===== src/rtl/aes_pkg.sv =====
// Shared AES-128 key-schedule definitions: sizes, round constants and the
// scheduler state encoding.
package aes_pkg;

  localparam int AES_NR        = 10;
  localparam int AES_KW        = 128;
  localparam int AES_RK_BANK_W = AES_KW * (AES_NR + 1);

  // Rcon[1..10] stored at index 0..9.
  localparam logic [7:0] AES_RCON [AES_NR] = '{
    8'h01, 8'h02, 8'h04, 8'h08, 8'h10, 8'h20, 8'h40, 8'h80, 8'h1b, 8'h36
  };

  typedef enum logic {
    ST_IDLE   = 1'b0,
    ST_EXPAND = 1'b1
  } aes_state_e;

  function automatic logic [31:0] rot_word(input logic [31:0] w);
    return {w[23:0], w[31:24]};
  endfunction

endpackage


===== src/rtl/aes_round_key_scheduler_if.sv =====
// Request/result bundle of the round-key scheduler. The scheduler is the slave.
//
// Handshake: start is a one-cycle request that is accepted only on an edge
// where the scheduler is idle and reset is low; there is no back-pressure, so
// a start seen while busy is dropped. round_keys is meaningful only while
// keys_valid is high; done marks the single cycle in which it became valid.
interface aes_round_key_scheduler_if;
  import aes_pkg::*;

  logic                     start;
  logic [0:AES_KW-1]        key;
  logic                     busy;
  logic                     done;
  logic                     keys_valid;
  logic [0:AES_RK_BANK_W-1] round_keys;
  aes_state_e               state_dbg;
  logic [3:0]               round_dbg;

  modport master (
    output start, key,
    input  busy, done, keys_valid, round_keys, state_dbg, round_dbg
  );

  modport slave (
    input  start, key,
    output busy, done, keys_valid, round_keys, state_dbg, round_dbg
  );

endinterface


===== src/rtl/aes_sbox.sv =====
// Combinational forward AES S-box, one byte in, one byte out.
module aes_sbox (
  input  logic [7:0] in_byte,
  output logic [7:0] out_byte
);

  localparam logic [7:0] SBOX [256] = '{
    8'h63, 8'h7c, 8'h77, 8'h7b, 8'hf2, 8'h6b, 8'h6f, 8'hc5, 8'h30, 8'h01, 8'h67, 8'h2b, 8'hfe, 8'hd7, 8'hab, 8'h76,
    8'hca, 8'h82, 8'hc9, 8'h7d, 8'hfa, 8'h59, 8'h47, 8'hf0, 8'had, 8'hd4, 8'ha2, 8'haf, 8'h9c, 8'ha4, 8'h72, 8'hc0,
    8'hb7, 8'hfd, 8'h93, 8'h26, 8'h36, 8'h3f, 8'hf7, 8'hcc, 8'h34, 8'ha5, 8'he5, 8'hf1, 8'h71, 8'hd8, 8'h31, 8'h15,
    8'h04, 8'hc7, 8'h23, 8'hc3, 8'h18, 8'h96, 8'h05, 8'h9a, 8'h07, 8'h12, 8'h80, 8'he2, 8'heb, 8'h27, 8'hb2, 8'h75,
    8'h09, 8'h83, 8'h2c, 8'h1a, 8'h1b, 8'h6e, 8'h5a, 8'ha0, 8'h52, 8'h3b, 8'hd6, 8'hb3, 8'h29, 8'he3, 8'h2f, 8'h84,
    8'h53, 8'hd1, 8'h00, 8'hed, 8'h20, 8'hfc, 8'hb1, 8'h5b, 8'h6a, 8'hcb, 8'hbe, 8'h39, 8'h4a, 8'h4c, 8'h58, 8'hcf,
    8'hd0, 8'hef, 8'haa, 8'hfb, 8'h43, 8'h4d, 8'h33, 8'h85, 8'h45, 8'hf9, 8'h02, 8'h7f, 8'h50, 8'h3c, 8'h9f, 8'ha8,
    8'h51, 8'ha3, 8'h40, 8'h8f, 8'h92, 8'h9d, 8'h38, 8'hf5, 8'hbc, 8'hb6, 8'hda, 8'h21, 8'h10, 8'hff, 8'hf3, 8'hd2,
    8'hcd, 8'h0c, 8'h13, 8'hec, 8'h5f, 8'h97, 8'h44, 8'h17, 8'hc4, 8'ha7, 8'h7e, 8'h3d, 8'h64, 8'h5d, 8'h19, 8'h73,
    8'h60, 8'h81, 8'h4f, 8'hdc, 8'h22, 8'h2a, 8'h90, 8'h88, 8'h46, 8'hee, 8'hb8, 8'h14, 8'hde, 8'h5e, 8'h0b, 8'hdb,
    8'he0, 8'h32, 8'h3a, 8'h0a, 8'h49, 8'h06, 8'h24, 8'h5c, 8'hc2, 8'hd3, 8'hac, 8'h62, 8'h91, 8'h95, 8'he4, 8'h79,
    8'he7, 8'hc8, 8'h37, 8'h6d, 8'h8d, 8'hd5, 8'h4e, 8'ha9, 8'h6c, 8'h56, 8'hf4, 8'hea, 8'h65, 8'h7a, 8'hae, 8'h08,
    8'hba, 8'h78, 8'h25, 8'h2e, 8'h1c, 8'ha6, 8'hb4, 8'hc6, 8'he8, 8'hdd, 8'h74, 8'h1f, 8'h4b, 8'hbd, 8'h8b, 8'h8a,
    8'h70, 8'h3e, 8'hb5, 8'h66, 8'h48, 8'h03, 8'hf6, 8'h0e, 8'h61, 8'h35, 8'h57, 8'hb9, 8'h86, 8'hc1, 8'h1d, 8'h9e,
    8'he1, 8'hf8, 8'h98, 8'h11, 8'h69, 8'hd9, 8'h8e, 8'h94, 8'h9b, 8'h1e, 8'h87, 8'he9, 8'hce, 8'h55, 8'h28, 8'hdf,
    8'h8c, 8'ha1, 8'h89, 8'h0d, 8'hbf, 8'he6, 8'h42, 8'h68, 8'h41, 8'h99, 8'h2d, 8'h0f, 8'hb0, 8'h54, 8'hbb, 8'h16
  };

  assign out_byte = SBOX[in_byte];

endmodule


===== src/rtl/aes_round_key_scheduler.sv =====
// Iterative AES-128 key expansion: one round key per cycle into an 11-slot bank
// stored in decryption order (slot 0 = round key 10, slot 10 = cipher key).
module aes_round_key_scheduler
  import aes_pkg::*;
#(
  parameter int NR = AES_NR,
  parameter int KW = AES_KW
) (
  input  logic                      clk,
  input  logic                      reset,
  aes_round_key_scheduler_if.slave  bus
);

  aes_state_e    state;
  aes_state_e    state_next;
  logic [3:0]    round;
  logic [3:0]    slot;
  logic [KW-1:0] work;
  logic [KW-1:0] bank [NR+1];
  logic [KW-1:0] next_key;
  logic [31:0]   rot;
  logic [31:0]   sub;
  logic [31:0]   t;
  logic [31:0]   n0, n1, n2, n3;
  logic [7:0]    rcon;
  logic          accept;
  logic          last;

  assign accept = (state == ST_IDLE) && bus.start;
  assign last   = (state == ST_EXPAND) && (round == 4'(NR));
  assign slot   = 4'(NR) - round;

  // SubWord(RotWord(w3)) with w3 the least-significant word of the working key.
  assign rot = rot_word(work[31:0]);
  for (genvar i = 0; i < 4; i++) begin : g_subword
    aes_sbox u_sbox (
      .in_byte  (rot[8*i +: 8]),
      .out_byte (sub[8*i +: 8])
    );
  end

  always_comb begin
    rcon = 8'h00;
    if (round != 4'd0 && round <= 4'(NR)) rcon = AES_RCON[round - 4'd1];
  end

  assign t        = sub ^ {rcon, 24'h000000};
  assign n0       = work[127:96] ^ t;
  assign n1       = work[95:64]  ^ n0;
  assign n2       = work[63:32]  ^ n1;
  assign n3       = work[31:0]   ^ n2;
  assign next_key = {n0, n1, n2, n3};

  always_comb begin
    state_next = state;
    case (state)
      ST_IDLE:   if (bus.start) state_next = ST_EXPAND;
      ST_EXPAND: if (last)      state_next = ST_IDLE;
      default:                  state_next = ST_IDLE;
    endcase
  end

  always_ff @(posedge clk) begin
    if (reset) begin
      state          <= ST_IDLE;
      round          <= 4'd0;
      work           <= '0;
      bus.busy       <= 1'b0;
      bus.done       <= 1'b0;
      bus.keys_valid <= 1'b0;
      for (int s = 0; s <= NR; s++) bank[s] <= '0;
    end else begin
      state    <= state_next;
      bus.busy <= (state_next == ST_EXPAND);
      bus.done <= last;
      if (accept) begin
        bank[NR]       <= bus.key;
        work           <= bus.key;
        round          <= 4'd1;
        bus.keys_valid <= 1'b0;
      end else if (state == ST_EXPAND) begin
        bank[slot] <= next_key;
        work       <= next_key;
        round      <= round + 4'd1;
        if (last) bus.keys_valid <= 1'b1;
      end
    end
  end

  // The bank is all registers; this only flattens it onto the output bus.
  for (genvar s = 0; s <= NR; s++) begin : g_flat
    assign bus.round_keys[KW*s +: KW] = bank[s];
  end

  assign bus.state_dbg = state;
  assign bus.round_dbg = round;

endmodule


===== src/flat_wrapper.sv =====
// flat-port wrapper written by rule: the top's interface ports become plain ports
module aes_round_key_scheduler_flat import aes_pkg::*;
#(
  parameter int NR = AES_NR,
  parameter int KW = AES_KW
)
  (clk, reset, bus_start, bus_key, bus_busy, bus_done, bus_keys_valid, bus_round_keys, bus_state_dbg, bus_round_dbg);
  aes_round_key_scheduler_if bus_i ();
  input  logic clk;
  input  logic reset;
  input wire logic [$bits(bus_i.start)-1:0] bus_start;
  input wire logic [$bits(bus_i.key)-1:0] bus_key;
  output wire logic [$bits(bus_i.busy)-1:0] bus_busy;
  output wire logic [$bits(bus_i.done)-1:0] bus_done;
  output wire logic [$bits(bus_i.keys_valid)-1:0] bus_keys_valid;
  output wire logic [$bits(bus_i.round_keys)-1:0] bus_round_keys;
  output wire logic [$bits(bus_i.state_dbg)-1:0] bus_state_dbg;
  output wire logic [$bits(bus_i.round_dbg)-1:0] bus_round_dbg;
  assign bus_i.start = bus_start;
  assign bus_i.key = bus_key;
  assign bus_busy = bus_i.busy;
  assign bus_done = bus_i.done;
  assign bus_keys_valid = bus_i.keys_valid;
  assign bus_round_keys = bus_i.round_keys;
  assign bus_state_dbg = bus_i.state_dbg;
  assign bus_round_dbg = bus_i.round_dbg;
  aes_round_key_scheduler #(.NR(NR), .KW(KW)) u_core (.clk(clk), .reset(reset), .bus(bus_i));
endmodule

===== config.mk =====
export PLATFORM = sky130hd
export DESIGN_NAME = aes_round_key_scheduler_flat
export DESIGN_NICKNAME = d
export VERILOG_FILES = /design/src/rtl/aes_pkg.sv /design/src/rtl/aes_round_key_scheduler_if.sv /design/src/rtl/aes_sbox.sv /design/src/rtl/aes_round_key_scheduler.sv /design/src/flat_wrapper.sv
export SDC_FILE = /design/constraint.sdc
export NUM_CORES = 2
export LEC_CHECK = 0
export ABC_AREA = 1
export CAP_MARGIN = 20
export CORE_AREA = 2 2 599 601
export CTS_CLUSTER_SIZE = 40
export DETAILED_ROUTE_END_ITERATION = 6
export DIE_AREA = 0 0 601 603
export PLACE_DENSITY = 0.35
export SLEW_MARGIN = 20
export SYNTH_ARGS = -nofsm -noshare
export SYNTH_HDL_FRONTEND = slang
export SYNTH_HIERARCHICAL = 1
export SYNTH_SLANG_ARGS = --single-unit

===== constraint.sdc =====
create_clock -name clk -period 15.6 [get_ports clk]
set_input_delay 3.12 -clock clk [delete_from_list [all_inputs] [get_ports clk]]
set_output_delay 3.12 -clock clk [all_outputs]
set_load 0.01 [all_outputs]

* Word-level counts from Yosys, hierarchy flattened
Memory sizes are Yosys's and may differ from the RTL's. Cells that the tools add are included.
Storage, ports and cells: bits in latches 0, flip-flop bits (word level) 135, output and inout bits 1416, memories 6, logic and storage cells 73, memory bits (read-only) 8320, memory bits (writable) 1408
Operators by class: mux-type cells 31, add/subtract/negate cells 3, $lt $le $gt $ge 6, $mul 0, shifts and indexed selects 0, reductions and logical operators 8, div/mod/pow operators 0, equal/unequal tests 1, bitwise logic cells 12
Memories:
- (name not given) | depth 256, bits a word 8, rd ports 1, clocked after memory_dff 0, wr ports 0, RTL line aes_sbox.sv:26 | assign out_byte = SBOX[in_byte];
- (name not given) | depth 256, bits a word 8, rd ports 1, clocked after memory_dff 0, wr ports 0, RTL line aes_sbox.sv:26
- (name not given) | depth 256, bits a word 8, rd ports 1, clocked after memory_dff 0, wr ports 0, RTL line aes_sbox.sv:26
- (name not given) | depth 256, bits a word 8, rd ports 1, clocked after memory_dff 0, wr ports 0, RTL line aes_sbox.sv:26
- u_core.bank | depth 11, bits a word 128, rd ports 11, clocked after memory_dff 0, wr ports 11, RTL line aes_round_key_scheduler.sv:19 | logic [KW-1:0] bank [NR+1];
- (name not given) | depth 16, bits a word 8, rd ports 1, clocked after memory_dff 0, wr ports 0, RTL line aes_round_key_scheduler.sv:44 | if (round != 4'd0 && round <= 4'(NR)) rcon = AES_RCON[round - 4'd1];
Operator list (count):
- two-way mux 128 bit | 4
- bitwise XOR 32 bit | 5
- OR reduction 128 bit | 1
- two-way mux 8 bit | 11
- greater-or-equal comparator 9 bit (second input constant) | 4
- inverter 8 -> 9 bit | 4
- two-way mux 1 bit | 14
- greater-or-equal comparator 5 bit (second input constant) | 1
- inverter 4 -> 5 bit | 1
- adder 4 x 1 -> 4 bit (second input constant) | 1
- equality test 4 bit (second input constant) | 1
- <= comparator 4 bit (second input constant) | 1
- two-way mux 4 bit | 1
- nonzero test 4 bit | 1
- subtractor 4 x 1 -> 4 bit (second input constant) | 1
- subtractor 4 bit (first input constant) | 1
- logical AND 1 bit | 3
- case mux 1 bit (2 select lines) | 1
- AND reduction 2 bit | 1
- nonzero test 2 bit | 1
- OR reduction 2 bit | 1
- inverter 1 bit | 1
- OR 1 bit | 1

* Longest topological paths before layout
depth after elaboration 13, depth in mapped cells 26, depth with buffers taken out 24

* Cells and area by module
Netlist, hierarchy kept.
By module, submodules not included:
- aes_round_key_scheduler | cells an instance 4199, times used 1, area each 56330.3 um^2
- aes_sbox | cells an instance 635, times used 4, area each 3093.0 um^2

* Worst setup path after synthesis
Ideal clock, no wire load.
path kind input port to flip-flop, start input port reset, end memory u_core/bank[10][0] in the netlist's numbering (enable), data required time 14.808 ns, stages 7, slack 1.941 ns, setup time 0.792 ns, arrival time 12.867 ns, cell sequence buf_2 > nor2_1 > buf_2 > inv_2 > nor2_1 > nand2_1 > o21ai_0
RTL lines:
- start, declared | RTL line flat_wrapper.sv:10 | input logic reset;
- end, declared | RTL line aes_round_key_scheduler.sv:19

==> run metrics <==
period utilisation layout=0.445; Final Max Tran Viols=0; critical path startpoint category=primary input; RePlAce Congestion=0.889; Synth Area in Simple Gates=0.236; GRT overflow=0; crit path kind=primary input to flip-flop; global-route wire length before repair=566000 um; syn avg cell area=10.2 um2; Ports=1547; cell area after synthesis=68700 um2; Yosys warning count=6; Worst-Margin Slew=1.23 ns; hold buffer count at cts=0; crit-path cells=buf_4 -> nor2_4 -> buf_4 -> nand2_1 -> nor2_1 -> inv_2 -> nor3_2 -> nand3_4 -> nand2_4 -> buf_4; IO buf count=1546; vias=58500; max-cap viol count=0; DR pass1 iterations=6; share of cells above drive strength 1=0.0761; DIE AREA=362000 um2; Final min period=6.94 ns; Setup Fix Bufs, Post-CTS=0; CTS Buffer Depth=4; largest net degree at the start of global routing=116; mux cell area share after synthesis=0; Critical-path top delay cell=nand2_4; VDD IR-drop max=0.0000974 V; CTS resizes=0; cell repeated most along the worst path=buf_4; Worst-Skew Late Latency=0.91 ns; HPWL after detailed placement=318000 um; vias in the first global route=56700; CP max FO=51; sw frac=0.456; total global-route track usage=0.231; CTS sink count=1543; Final Hold Vio Count=0; critical path endpoint category=flip-flop; nets@finish=8322; total power=17.7 mW; achievable clock frequency=144 MHz; # DRC=0; RSZ-0062 raised after global routing=false; net switching power figure=8.08 mW; status=finished clean; XOR/XNOR Fraction of Synth Area=0.0121; Die Width=601 um; Hold Path Class=flip-flop to flip-flop; clock root buffer=clkbuf_16; worst path bufs/invs=4; num rows=219; Clock Skews=0.0485 ns; clock share of power=0.262; Flop pwr share=0.294; Hold Slack=0.494 ns; Adder-Cell Fraction of Synth Area=0.0122; largest family of logic cells by synthesized area=simple AND/OR/NAND/NOR gates; Routed WL=436000 um; slack of the critical path=8.66 ns; htree depth=4; TNS Setup=0 ns; Synth Instances=6739; 1st-iter DRT viols=5949; antenna viol nets, final=0; Synth Net Count=6937; Seq cells post-synth=1543; leakage power=35.5 nW; Worst slew margin=0.180; Core Area=355000 um2; CTS tree=done; Logic pwr share=0.444; Die Ht=603 um; antenna violations before repair=76; register area share after synthesis=0.655; CTS Buf Count=194; required time of the critical path=16.11 ns; power per cell area=186 nW/um2; Initial Util=0.193; Pint=9.64 mW; vias per cell=4.48; Max stage delay on crit path=1.00 ns; clock slew at reported path FFs=0.05 ns; compound-gate portion of the synthesized area=0.0286; number of distinct library cells after synthesis=40; crit-path leading delay family=simple AND/OR/NAND/NOR gates; final setup violation count=0; Area Growth Syn to Fin=38.8%; wire per inst=33.4 um; crit path DAT=7.45 ns; Post-Place Worst Slack=7.64 ns
## cells in the mapped netlist, drive strengths merged
master  count  share of area
nor3        8        0.00095
a21oi     112         0.0086
a211oi      3        0.00033
nand3b      7        0.00076
nand2    1409          0.079
edfxtp   1408           0.62
nor2     1391          0.078
or2        11         0.0010
clkbuf    175         0.0096
ha         67          0.012
a221oi      3        0.00038
dfxtp     135          0.039
o21ai     156          0.011
inv       324          0.018
xor2       44         0.0056
o21a        4        0.00044
a31oi      43         0.0039
clkinv     15        0.00082
xnor2      51         0.0065
a21boi      1        0.00016
buf       326          0.028
o211ai     21         0.0023
nand4      44         0.0040
o221ai      8         0.0010
nand3     973          0.072
## power by group through the flow
stage          Combinational [mW]  Sequential [mW]  Clock, mW
2_1_floorplan                3.74             5.42          0
3_3_place_gp                 8.01             5.30          0
3_5_place_dp                 7.95             5.30          0
4_1_cts                      7.97             5.22       4.77
5_1_grt                      8.36             5.25       4.91
6_report                     7.86             5.21       4.64
## tightest hold or removal path: cells and delay by family, from the launching register on
kind	cells	cell delay, ns
flops	1	0.32
simple gates	2	0.12
## worst paths after layout
path,startpoint,endpoint,slack (ns),cells after the start
setup / recovery,reset,u_core/bank[7][65],8.66,10
hold / removal,u_core/work[110],u_core/work[110],0.49,2
setup reg to reg,u_core/work[3],u_core/bank[10][11],9.11,17
hold reg to reg,u_core/work[110],u_core/work[110],0.49,2
## area by class of cell
cell class	instances	area, um2
timing repair buffer	1690	16600
tap	4751	5940
clock buffer	247	5100
fill	37800	260000
clock inverter	105	1230
inverter	339	1300
antenna	30	75.1
sequential	1543	45000
multi-input combinational	4356	20100
## per-layer routing
| metal | share of wire | track usage | vias up |
|---|---|---|---|
| met5 | 0.00045 | 0 | - |
| met4 | 0.031 | 0.0669 | 30 |
| met3 | 0.072 | 0.0503 | 461 |
| met2 | 0.50 | 0.403 | 2622 |
| met1 | 0.40 | 0.283 | 29900 |
| li1 | - | - | 25500 |
## layout by cell type, fill, tap and decap left out, types with 14 or more instances in the layout
master              n
clkbuf_1           49
clkbuf_16         195
inv_1             286
a31oi_1            43
inv_2              27
nand4_1            44
clkdlybuf4s50_1  1545
nand3_1           953
dfxtp_2            14
a21oi_1           103
xnor2_1            51
o21ai_0           128
nor2_1           1347
nand2_1          1328
ha_1               67
clkinv_1           56
nand2_4            21
nand3_2            18
edfxtp_1         1408
o211ai_1           21
diode_2            30
buf_4             143
xor2_1             42
clkinv_2           24
bufinv_16          22
nand2_2            60
dfxtp_1           121
o21ai_1            26
nor2_2             32
## through the flow
step,instance area [um2],util,cells
6_report,95300,0.268,13100
4_1_cts,95300,0.268,13000
3_3_place_gp,88900,0.250,12700
2_1_floorplan,68700,-,6739
3_5_place_dp,88900,0.250,12700
5_1_grt,95300,0.268,13100
## state kept, by name, summed over array words and instances (netlist names)
name	count
u_core/bank	1408
u_core/bus.state_dbg	1
u_core/work	128
u_core/bus.round_dbg	4
u_core/bus.done	1
u_core/bus.keys_valid	1
## cells by family (layout without fill, tap and decap cells)
group | after synthesis | in the layout
and+or+nand+nor | 3843 | 3843
buffers and inverters | 840 | 2381
DFF | 1543 | 1543
xor gates and xnor gates | 95 | 95
adders and majority gates | 67 | 67
AOI/OAI and AO/OA | 351 | 351
other | 0 | 30
Note: power is estimated with default switching activity, not from simulation.
